File: src/rtl/instr_encoder.sv
// instr_encoder: packs RV32I instruction fields into 32-bit words and streams them,
// with sequential word addresses, to an instruction memory over a valid/ready handshake.
module instr_encoder #(
    parameter int ADDR_W = 8
) (
    input  logic              clk,
    input  logic              rst,
    input  logic              in_valid,
    output logic              in_ready,
    input  logic [3:0]        kind,
    input  logic [4:0]        rd,
    input  logic [4:0]        rs1,
    input  logic [4:0]        rs2,
    input  logic [2:0]        funct3,
    input  logic              funct7b5,
    input  logic [31:0]       imm,
    output logic              out_valid,
    input  logic              out_ready,
    output logic [31:0]       instr,
    output logic [ADDR_W-1:0] wr_addr,
    output logic              illegal_err,
    output logic [15:0]       instr_count
);
    typedef enum logic [3:0] {
        K_LOAD   = 4'd0,
        K_STORE  = 4'd1,
        K_RTYPE  = 4'd2,
        K_ITYPE  = 4'd3,
        K_BRANCH = 4'd4,
        K_JAL    = 4'd5,
        K_JALR   = 4'd6,
        K_LUI    = 4'd7,
        K_AUIPC  = 4'd8
    } kind_t;

    localparam logic [6:0] OP_LOAD   = 7'b0000011;
    localparam logic [6:0] OP_STORE  = 7'b0100011;
    localparam logic [6:0] OP_RTYPE  = 7'b0110011;
    localparam logic [6:0] OP_ITYPE  = 7'b0010011;
    localparam logic [6:0] OP_BRANCH = 7'b1100011;
    localparam logic [6:0] OP_JAL    = 7'b1101111;
    localparam logic [6:0] OP_JALR   = 7'b1100111;
    localparam logic [6:0] OP_LUI    = 7'b0110111;
    localparam logic [6:0] OP_AUIPC  = 7'b0010111;

    logic        accept;
    logic        handshake;
    logic        legal;
    logic        shift_op;
    logic [31:0] enc;

    assign in_ready  = !out_valid || out_ready;
    assign accept    = in_valid && in_ready;
    assign handshake = out_valid && out_ready;
    assign shift_op  = (funct3 == 3'b001) || (funct3 == 3'b101);
    // Branch and jump targets are halfword aligned, so an odd offset cannot be encoded.
    assign legal     = (kind <= K_AUIPC) &&
                       !(((kind == K_BRANCH) || (kind == K_JAL)) && imm[0]);

    always_comb begin
        enc = '0;
        case (kind)
            K_LOAD:   enc = {imm[11:0], rs1, funct3, rd, OP_LOAD};
            K_STORE:  enc = {imm[11:5], rs2, rs1, funct3, imm[4:0], OP_STORE};
            K_RTYPE:  enc = {1'b0, funct7b5, 5'b0, rs2, rs1, funct3, rd, OP_RTYPE};
            K_ITYPE:  enc = shift_op ? {1'b0, funct7b5, 5'b0, imm[4:0], rs1, funct3, rd, OP_ITYPE}
                                     : {imm[11:0], rs1, funct3, rd, OP_ITYPE};
            K_BRANCH: enc = {imm[12], imm[10:5], rs2, rs1, funct3, imm[4:1], imm[11], OP_BRANCH};
            K_JAL:    enc = {imm[20], imm[10:1], imm[11], imm[19:12], rd, OP_JAL};
            K_JALR:   enc = {imm[11:0], rs1, 3'b000, rd, OP_JALR};
            K_LUI:    enc = {imm[31:12], rd, OP_LUI};
            K_AUIPC:  enc = {imm[31:12], rd, OP_AUIPC};
            default:  enc = '0;
        endcase
    end

    always_ff @(posedge clk) begin
        if (rst) begin
            out_valid   <= 1'b0;
            instr       <= '0;
            wr_addr     <= '0;
            illegal_err <= 1'b0;
            instr_count <= '0;
        end else begin
            illegal_err <= accept && !legal;
            if (accept && legal) begin
                instr     <= enc;
                out_valid <= 1'b1;
            end else if (handshake) begin
                out_valid <= 1'b0;
            end
            if (handshake) begin
                wr_addr     <= wr_addr + 1'b1;
                instr_count <= (instr_count == 16'hFFFF) ? instr_count : instr_count + 16'd1;
            end
        end
    end
endmodule

File: config.mk
export PLATFORM = sky130hd
export DESIGN_NAME = instr_encoder
export DESIGN_NICKNAME = d
export VERILOG_FILES = /design/src/rtl/instr_encoder.sv
export SDC_FILE = /design/constraint.sdc
export NUM_CORES = 1
export LEC_CHECK = 0
export ABC_CLOCK_PERIOD_IN_PS = 1900
export BUFFER_PORTS_ARGS = -buffer_cell sky130_fd_sc_hd__buf_4
export CORE_MARGIN = 2
export CORE_UTILIZATION = 52
export CTS_BUF_LIST = sky130_fd_sc_hd__clkbuf_8
export DETAILED_ROUTE_END_ITERATION = 6
export PLACE_DENSITY_LB_ADDON = 0.1
export SETUP_SLACK_MARGIN = 0.02
export SLEW_MARGIN = 10
export SYNTH_ARGS = -nofsm -noshare
export SYNTH_HDL_FRONTEND = slang
export SYNTH_SLANG_ARGS = --single-unit
File: constraint.sdc
create_clock -name clk -period 1.9 [get_ports clk]
set_input_delay 0.095 -clock clk [delete_from_list [all_inputs] [get_ports clk]]
set_output_delay 0.095 -clock clk [all_outputs]
set_load 0.05 [all_outputs]
==> flow_summary.toml, run 1 <==
[critical_path]
crit_path_end_kind = "flop"
critPathKind = "reg -> reg"
worstPathRequired_ns = 2.16
worstSetupStartpoint = "instr_count[1]"
r2r-start = "instr_count[1]"
cp-start-kind = "flop"
arrival_ns = 1.95
reg2reg_depth = 5
worstPathMaxFanout = 5

[outcome]
status = "complete, no violations"

[placed_design]
gp_congestion = 0.853
io_buffers = 117
hpwl_mm = 6.58
dpl.cell_count = 570

[layout]
multiInputGateArea_mm2 = 0.00202
fillers = 532
regArea_mm2 = 0.00115
nets = 565
final_cells = 585
drive_gt1_frac = 0.329
antenna_cells = 0
area_growth_syn_to_layout_pct = 32.5

[yosys]
synth.area.top_cells = "dfxtp_1, a31oi_1, a21oi_1"
yosysWarnings = 0
synth_edf_count = 0
syn-cell-area_mm2 = 0.00339
syn_inst = 405
syn_avg_cell_area_um2 = 8.38
yosysMostFrequentCell = "dfxtp_1"
synth_ff_type = "dfxtp_1"
syn_nets = 466
async_flop_share = 0
ys_ff_latch = 57
yosysUniqueCellTypes = 60
yosysTopAreaCell = "dfxtp_1"
synth_top_area_frac = 0.336
synth-seq-area-share = 0.336
netlist_top_cells_count = "dfxtp_1, a21oi_1, a31oi_1"

[pwr]
worst_ir_drop_vdd_uv = 492
leakage_nw = 1.82
powerDensity_mw_per_mm2 = 708

[grt]
grt_max_degree = 46
grt_pass1_wl_mm = 15.6
grt_util_all_layers = 0.262
grt-ovfl-total = 0
grt_pass1_vias = 3277
antenna_found_initial = 0

[routing]
routedWlPerCell_um = 16.1
vias = 3592
drt_iter0_drc = 159
vias_per_cell = 6.14
drt-total-wl_mm = 9.43
drc = 0
dr.pass1.iters = 5
drtAntennaViolNets = 0

[sta]
setup_violations = 0
slew_headroom = 0.605
hold_violations = 0
setup_tns_ns = 0
fin_skew_ns = 0.00832
post-route-period-util = 0.887
slew_viol_final = 0
whs_ns = 0.0466
finalWorstPathRequiredPeriod_ns = 1.68
tightestPinTransition_ns = 0.590
fmax_ghz = 0.594
rsz0062_at_grt = "no"

[clock_tree]
htree_levels = 3
root_buffer = "clkbuf_8"
insertion_delay_ns = 0.33
cts.sinks = 57
clock_path_buffers = 2
cts_tree = "built"
clkTransAtPathRegs_ns = 0.06
numCtsBuffers = 9

[hold_path]
hold_path_class = "in -> reg"
min_path_cells = 3
hp-start = "imm[30]"

[die]
core-area_mm2 = 0.00631
pin_count = 118
die_area_mm2 = 0.00719
start_util = 0.538
rows = 29
die_h_um = 84.8
die_w_um = 84.8

[flow_run]
maxCapViolCount = 0
repair_timing:
action	4_1_cts	5_1_grt
setup endpoints to repair	0	2
buffers inserted	0	0
gates resized for setup	0	2
hold buffers	0	0
cells by family after synthesis:
kind of cell | count (synthesis) | share of synthesized area
flops | 57 | 0.336
simple gates | 128 | 0.231
compound gates | 147 | 0.299
mux | 7 | 0.0221
buf+inv | 54 | 0.0733
fa+ha+maj | 2 | 0.00737
xor+xnor | 10 | 0.0302
path summary, 6_finish.rpt:
| kind | end | slack [ns] |
|---|---|---|
| worst max-delay path | instr_count[14] | 0.22 |
| worst min-delay path | instr[30] | 0.05 |
| worst max register to register | instr_count[14] | 0.22 |
| worst min register to register | instr[3] | 0.47 |
power by group:
| part | switching (mW) | internal, mW |
|---|---|---|
| logic | 0.483 | 0.300 |
| clock network | 0.457 | 0.660 |
| registers | 0.0340 | 1.25 |
| total | 0.974 | 2.21 |
metrics by stage:
| stage | total power [mW] | util | cell area, µm² | setup slack, ns |
|---|---|---|---|---|
| 4_1_cts | 3.20 | 0.710 | 4480 | 0.171 |
| 5_1_grt | 3.31 | 0.712 | 4500 | 0.0645 |
| 2_1_floorplan | 1.82 | - | 3400 | 0.0507 |
| 6_report | 3.18 | 0.712 | 4500 | 0.216 |
| 3_3_place_gp | 2.07 | 0.679 | 4290 | 0.255 |
| 3_5_place_dp | 2.08 | 0.679 | 4290 | 0.228 |
state kept, by name (all words and copies together), names as in the netlist:
register	cells
wr_addr	8
instr	31
out_valid	1
illegal_err	1
instr_count	16
final cells by class:
class                           instances  area share
Clock buffer                           11      0.0337
Clock inverter                          4     0.00974
Inverter                               15      0.0125
Multi-Input combinational cell        294       0.450
Sequential cell                        57       0.255
Tap cell                               77      0.0214
Timing Repair Buffer                  127       0.218
cell usage in the layout, fill, tap and decap left out, types with 11 or more instances in the layout:
cell type and count:
a211oi_1 19, a21oi_1 35, a31oi_1 32, buf_4 125
clkbuf_8 11, dfxtp_1 52, inv_1 15, nand2_1 16
nand3_1 19, nor2_1 14
worst max-delay path, cell delays in order (launching register included):
cell	delay (ns)
dfxtp_2	0.36
ha_1	0.21
and3_1	0.25
o211ai_1	0.16
or4_1	0.49
a21oi_1	0.15
routing by layer:
layer | vias up | share of wire | track usage
li1 | 1760 | - | -
met2 | 131 | 0.49 | 0.433
met5 | - | 0 | 0
met3 | 8 | 0.058 | 0.0570
met1 | 1693 | 0.44 | 0.352
met4 | 0 | 0.0077 | 0.0620
Note: power is estimated with default switching activity, not from simulation.
==> run 2: changes to the inputs <==
- CORE_UTILIZATION: 52 -> 30
==> run 2 against run 1 <==
  * Critical path depth unchanged
  * Clock skew down 0.00064 ns
  * Maximum frequency down 1.2%
  * Worst setup slack worse by 0.020 ns
  * Sequential power about the same
  * Final cell count up 11%
  * Critical path type unchanged
  * Critical endpoint is now instr_count[0]
==> flow_summary.toml, run 2 (synthesis results as in run 1) <==
[routing]
routedWlPerCell_um = 16.4
drc = 0
drt-total-wl_mm = 10.7
vias_per_cell = 5.59
dr.pass1.iters = 4
drt_iter0_drc = 280
drtAntennaViolNets = 0
vias = 3643

[grt]
grt-ovfl-total = 0
grt_pass1_wl_mm = 17.3
grt_max_degree = 51
grt_pass1_vias = 3434
grt_util_all_layers = 0.181
antenna_found_initial = 0

[die]
core-area_mm2 = 0.0109
die_w_um = 110
pin_count = 118
start_util = 0.310
rows = 38
die_h_um = 110
die_area_mm2 = 0.0122

[flow_run]
maxCapViolCount = 0

[sta]
finalWorstPathRequiredPeriod_ns = 1.70
fin_skew_ns = 0.00768
slew_headroom = 0.596
post-route-period-util = 0.897
setup_tns_ns = 0
setup_violations = 0
fin_ws_ns = 0.195
hold_violations = 0
tightestPinTransition_ns = 0.602
fmax_ghz = 0.587
slew_viol_final = 0
whs_ns = 0.0353
rsz0062_at_grt = "no"

[clock_tree]
clkTransAtPathRegs_ns = 0.07
cts_tree = "built"
cts_hold_buffers = 0
cts.sinks = 57
root_buffer = "clkbuf_8"
clock_path_buffers = 2
cts_setup_buffers = 0
cts_resized = 0
insertion_delay_ns = 0.33
htree_levels = 3
numCtsBuffers = 9

[critical_path]
regToRegSetupSlack_ns = 0.20
arrival_ns = 1.93
critPathKind = "reg -> reg"
crit_path_end_kind = "flop"
worstPathRequired_ns = 2.12
cp-start-kind = "flop"
worstPathMaxFanout = 6

[placed_design]
io_buffers = 117
hpwl_mm = 7.51
place_ws_ns = 0.200
gp_congestion = 0.813

[layout]
final_core_util = 0.418
area_growth_syn_to_layout_pct = 34.6
nets = 570
largest_reg_flops = 31
mostFrequentLayoutCells = "buf_4, dfxtp_1, a21oi_1"
largest-register = "instr"
reg_top3 = "instr (31), instr_count (16), wr_addr (8)"
antenna_cells = 0
drive_gt1_frac = 0.338
layout_commonest_cell = "buf_4"

[pwr]
sw_frac_of_total = 0.325
leakage_nw = 1.80
power_switching_mw = 1.00
p_comb_frac = 0.259
powerDensity_mw_per_mm2 = 674
p_clk_frac = 0.325
worst_ir_drop_vdd_uv = 270
intPower_mw = 2.08
pwr-share-seq = 0.417

[hold_path]
hold_path_class = "in -> reg"

[outcome]
status = "complete, no violations"
==> run 2: power groups by stage <==
stage | combinational [mW] | clock (mW) | sequential, mW
after floorplan | 0.337 | 0 | 1.48
after global placement | 0.795 | 0 | 1.31
after detailed placement | 0.799 | 0 | 1.31
after CTS | 0.801 | 1.05 | 1.28
after global routing | 0.857 | 1.09 | 1.29
final | 0.796 | 1.00 | 1.28
==> run 2: worst paths after layout <==
kind / from / endpoint / cells after the start
setup / recovery: instr_count[0] / instr_count[0] / 5
hold / removal: imm[30] / instr[30] / 3
setup reg to reg: instr_count[0] / instr_count[0] / 5
hold reg to reg: instr[1] / instr[1] / 2
==> run 2: critical path, cell delays in order, from the launching register on <==
cell	delay [ns]
dfxtp_2	0.36
ha_1	0.22
nand3_1	0.15
nor3_2	0.39
a21oi_1	0.18
mux2_2	0.30
==> run 2: layer usage <==
layer | global-route usage | vias up | wire length (µm)
met5 | 0 | - | 0
met3 | 0.0423 | 12 | 753
li1 | - | 1770 | -
met1 | 0.246 | 1723 | 4940
met2 | 0.285 | 138 | 4830
met4 | 0.0571 | 0 | 169
==> run 2: final cells by class <==
cell class              instances  area, µm²
multi-input cells             294       2020
fillers                      1154       6370
flip-flops and latches         57       1150
clock inverters                 3       17.5
well taps                     140        175
inverters                      15       56.3
repair buffers                132       1000
clock buffers                  11        151
==> run 2: per-stage QoR <==
| stage | area [µm²] | power [mW] | std cells |
|---|---|---|---|
| after floorplan | 3400 | 1.82 | 405 |
| after global placement | 4390 | 2.10 | 638 |
| after detailed placement | 4390 | 2.11 | 638 |
| after CTS | 4560 | 3.14 | 652 |
| after global routing | 4570 | 3.23 | 652 |
| final | 4570 | 3.08 | 652 |
